**src/rtl/pc_fetch_pkg.sv**
```systemverilog
// Shared types and constants for the PC/fetch stage: FSM states, reset PC, next-PC select codes.
package pc_fetch_pkg;

  typedef enum logic {
    FETCH = 1'b0,
    HOLD  = 1'b1
  } fetch_state_t;

  localparam logic [31:0] DEFAULT_RESET_PC = 32'h0000_0000;

  typedef enum logic [1:0] {
    SEL_PLUS4  = 2'd0,
    SEL_BRANCH = 2'd1,
    SEL_JUMP   = 2'd2
  } next_sel_t;

endpackage

```
**src/rtl/pc_fetch_next_sel.sv**
```systemverilog
// Next-PC priority mux (jump > branch > pc+4) with word alignment; purely combinational.
module pc_next_sel
  import pc_fetch_pkg::*;
(
  input  logic        jump,
  input  logic [31:0] jump_target,
  input  logic        branch_taken,
  input  logic [31:0] branch_target,
  input  logic [31:0] pc_plus4,
  output logic [31:0] next_pc
);

  next_sel_t   sel;
  logic [31:0] raw_pc;

  always_comb begin
    sel = SEL_PLUS4;
    if (jump) begin
      sel = SEL_JUMP;
    end else if (branch_taken) begin
      sel = SEL_BRANCH;
    end
  end

  always_comb begin
    raw_pc = pc_plus4;
    case (sel)
      SEL_JUMP:   raw_pc = jump_target;
      SEL_BRANCH: raw_pc = branch_target;
      default:    raw_pc = pc_plus4;
    endcase
    next_pc = raw_pc & ~32'h0000_0003;
  end

endmodule

```
**src/rtl/pc_fetch.sv**
```systemverilog
// PC register + two-state fetch FSM; instr valid the cycle after imem_ack, held while stall=1.
// Optional PC_FETCH_COUNT_EN adds fetch_count, bumped on every HOLD->FETCH transition.
module pc_fetch
  import pc_fetch_pkg::*;
#(
  parameter logic [31:0] RESET_PC = DEFAULT_RESET_PC
) (
  input  logic        clk,
  input  logic        rst,
  output logic [31:0] pc,
  input  logic [31:0] pc_plus4,
  input  logic        branch_taken,
  input  logic [31:0] branch_target,
  input  logic        jump,
  input  logic [31:0] jump_target,
  input  logic        stall,
  output logic        imem_req,
  output logic [31:0] imem_addr,
  input  logic        imem_ack,
  input  logic [31:0] imem_rdata,
  output logic [31:0] instr,
  output logic        instr_valid
`ifdef PC_FETCH_COUNT_EN
  ,
  output logic [31:0] fetch_count
`endif
);

  fetch_state_t state, state_nxt;
  logic [31:0]  next_pc;

  pc_next_sel u_next_sel (
    .jump          (jump),
    .jump_target   (jump_target),
    .branch_taken  (branch_taken),
    .branch_target (branch_target),
    .pc_plus4      (pc_plus4),
    .next_pc       (next_pc)
  );

  assign imem_addr = pc;

  always_comb begin
    state_nxt = state;
    imem_req  = 1'b0;
    case (state)
      FETCH: begin
        imem_req = 1'b1;
        if (imem_ack) state_nxt = HOLD;
      end
      HOLD: begin
        if (!stall) state_nxt = FETCH;
      end
      default: state_nxt = FETCH;
    endcase
  end

  // Reset wins over a coinciding ack so the returned word is dropped.
  always_ff @(posedge clk) begin
    if (rst) begin
      state       <= FETCH;
      pc          <= RESET_PC;
      instr       <= 32'h0;
      instr_valid <= 1'b0;
`ifdef PC_FETCH_COUNT_EN
      fetch_count <= 32'h0;
`endif
    end else begin
      state <= state_nxt;
      if (state == FETCH && imem_ack) begin
        instr       <= imem_rdata;
        instr_valid <= 1'b1;
      end
      if (state == HOLD && !stall) begin
        pc          <= next_pc;
        instr_valid <= 1'b0;
`ifdef PC_FETCH_COUNT_EN
        fetch_count <= fetch_count + 32'd1;
`endif
      end
    end
  end

endmodule

```
**config.mk**
```make
export PLATFORM = sky130hd
export DESIGN_NAME = pc_fetch
export DESIGN_NICKNAME = d
export VERILOG_FILES = /design/src/rtl/pc_fetch_pkg.sv /design/src/rtl/pc_fetch_next_sel.sv /design/src/rtl/pc_fetch.sv
export SDC_FILE = /design/constraint.sdc
export NUM_CORES = 1
export LEC_CHECK = 0
export BUFFER_PORTS_ARGS = -buffer_cell sky130_fd_sc_hd__buf_2
export CORE_ASPECT_RATIO = 2
export CORE_MARGIN = 3
export CORE_UTILIZATION = 24
export DETAILED_ROUTE_END_ITERATION = 8
export GPL_ROUTABILITY_DRIVEN = 0
export PLACE_DENSITY_LB_ADDON = 0.08
export SYNTH_ARGS = -nofsm -noshare
export SYNTH_HDL_FRONTEND = slang
export SYNTH_HIERARCHICAL = 1
export SYNTH_SLANG_ARGS = --single-unit
```
**constraint.sdc**
```tcl
create_clock -name clk -period 3.4 [get_ports clk]
set_clock_uncertainty 0.2 [all_clocks]
set_input_delay 0.17 -clock clk [delete_from_list [all_inputs] [get_ports clk]]
set_output_delay 0.17 -clock clk [all_outputs]
set_load 0.03 [all_outputs]
```
==> out/qor.csv <==
metric;value;unit
Seq/Total Area, Yosys;32.6;%
Synth Register Bits;66;
Starting Density;24.7;%
GRT Util Overall;13.4;%
share of the synthesized area in the top cell type;32.6;%
synth unique cells;18;
count of nets after finishing;764;
Hold WC Path Type;in -> reg;
core area;16400;um2
Slew HR;34.0;%
die area;18600;um2
Antenna Nets Post-Route;0;
chip height;190;um
number of synthesized flops with an enable pin;0;
synthesized area;4050;um2
Setup TNS;0;ns
post-detail-place hpwl;8840;um
Commonest cells post-synth;dfxtp_1, nand2b_1, o21ai_1;
unrepaired setup endpoints after global routing;false;
# Max-Cap Violations;0;
Startpoint Class;flop;
RR Endpoint;instr[27];
sequential share of power;37.4;%
minimum clock period;1.66;ns
Rows;66;
Critical Path AT;1.29;ns
hold path startpoint;jump_target[13];
final worst path period share;48.7;%
R2R Path Start;state;
hold slack;0.0362;ns
CTS buffer count;9;
switch share;28.4;%
number of global-route vias before repair;3862;
combinational power share;21.9;%
most common cell in the synthesized netlist;dfxtp_1;
worst skew pair latency;0.32;ns
Ys Warns;6;
critical path class;reg -> out;
Req. time, crit path;3.03;ns
Worst-Margin Slew;0.989;ns
first-pass GRT wire length;19800;um
GRT overflow;0;
Iteration-0 DRC Markers;96;
vias;3737;
initial antenna violation count;0;
vias per cell;4.46;
Worst Hold Path EP;imem_addr[13];
Fillers;1791;
Mapped Cells;435;
R2R setup slack;1.76;ns
Psw;638;uW
Final Hold Fails;0;
hold depth;5;
peak supply drop;230;uV
clock buffer depth;2;
area delta synth->final;36.7;%
Max Clk Rate;604;MHz
status;finished, final reports clean;
DRT Pass-1 Iters;4;
asr flop ratio synth;0;%
port bufs;225;
Leakage;0.00255;uW
Int Pwr;1610;uW
Antenna Cells;0;
Die Width;97.9;um
Power per Cell Area;406;nW/um2
top post-synthesis cells by area;dfxtp_1, nand4bb_1, nand2b_1;
Remaining DRCs;0;
Clk network pwr share;40.6;%
Slew Limit Fails;0;
CTS sink count;66;
Post-CTS Setup Repair Bufs;0;
Register-to-Register Path Depth;3;
drt total wl;12600;um
Avg Synthesized Cell Area;9.31;um2
cell taking the most area after synthesis;dfxtp_1;
top-level I/O count;232;
dominant synthesized flop cell;dfxtp_1;
Clock Root Buffer;clkbuf_16;
clock tree from TritonCTS;done;
Total Power;2250;uW
Clock transition at path regs;0.06;ns
CP Capture Type;primary output;
layout cell share with drive strength beyond 1;43.4;%
WL/cell;15.0;um
final setup vio count;0;
crit path max fanout;36;
H-tree lvl count;3;
largest net degree at the start of global routing;68;
worst max-delay path, stage by stage, from the launching register on:
cell     delay [ns]
dfxtp_2        0.33
buf_4          0.36
inv_1          0.07
buf_2          0.19
worst max-delay path by stage:
stage,start,endpoint,slack [ns],cells past startpoint
after global placement,branch_taken,imem_addr[26],1.51,5
after CTS,state,imem_req,1.69,3
after global routing,state,instr[12],1.60,3
after detailed placement,branch_taken,imem_addr[26],1.49,5
after floorplan,state,instr_valid,2.27,3
final,state,imem_req,1.74,3
per-layer routing:
layer	vias to the layer above	track usage, %	routed length [um]
li1	1893	-	-
met1	1705	13.8	4750
met2	131	25.7	6960
met3	8	2.72	714
met4	0	5.23	165
met5	-	0	0
final cells by class:
type                            count  area [um2]  share of cell area, %
Inverter                            2        7.51                  0.136
Clock inverter                      3        40.0                  0.723
Multi-Input combinational cell    290        2180                   39.3
Clock buffer                       12         246                   4.45
Timing Repair Buffer              261        1490                   26.9
Tap cell                          204         255                   4.61
Sequential cell                    66        1320                   23.9
cell usage in the layout (no fill, tap or decap), types with 9 or more instances in the layout:
cell type,netlist,final
clkbuf_16,0,9
o21ai_2,29,29
dlygate4sd3_1,0,32
o21ai_1,65,65
nand2b_1,65,65
mux2i_1,31,31
buf_2,23,225
nand4bb_1,64,64
dfxtp_1,66,65
nand2_1,30,30
kinds of logic after synthesis:
| logic type | synth area share, % |
|---|---|
| and+or+nand+nor | 31.2 |
| muxes | 7.66 |
| buffers and inverters | 13.8 |
| AOI/OAI and AO/OA | 14.7 |
| DFF | 32.6 |
| other | 0.0926 |
registers in the layout (all words and copies together), names as in the netlist:
name,count
instr,32
state,1
imem_addr,32
instr_valid,1
power groups by stage:
stage | clock (uW) | sequential [uW] | combinational [uW]
after global placement | 0 | 856 | 473
after detailed placement | 0 | 858 | 475
after global routing | 986 | 846 | 538
after CTS | 965 | 841 | 504
final | 912 | 841 | 493
after floorplan | 0 | 932 | 261
per-stage QoR:
stage               worst slack [ns]  std cells  area (um2)  util, %
finish                          1.74        838        5540     33.7
global route                    1.60        838        5540     33.7
detailed placement              1.49        791        4930     30.0
CTS                             1.69        838        5540     33.7
floorplan                       2.27        436        4060        -
global placement                1.51        791        4930     30.0
what timing repair did:
action / 4_1_cts / 5_1_grt
resized for setup: 0 / 0
hold buffers: 32 / 0
endpoints found under the hold margin: 32 / 0
(Power assumes the default switching activity.)
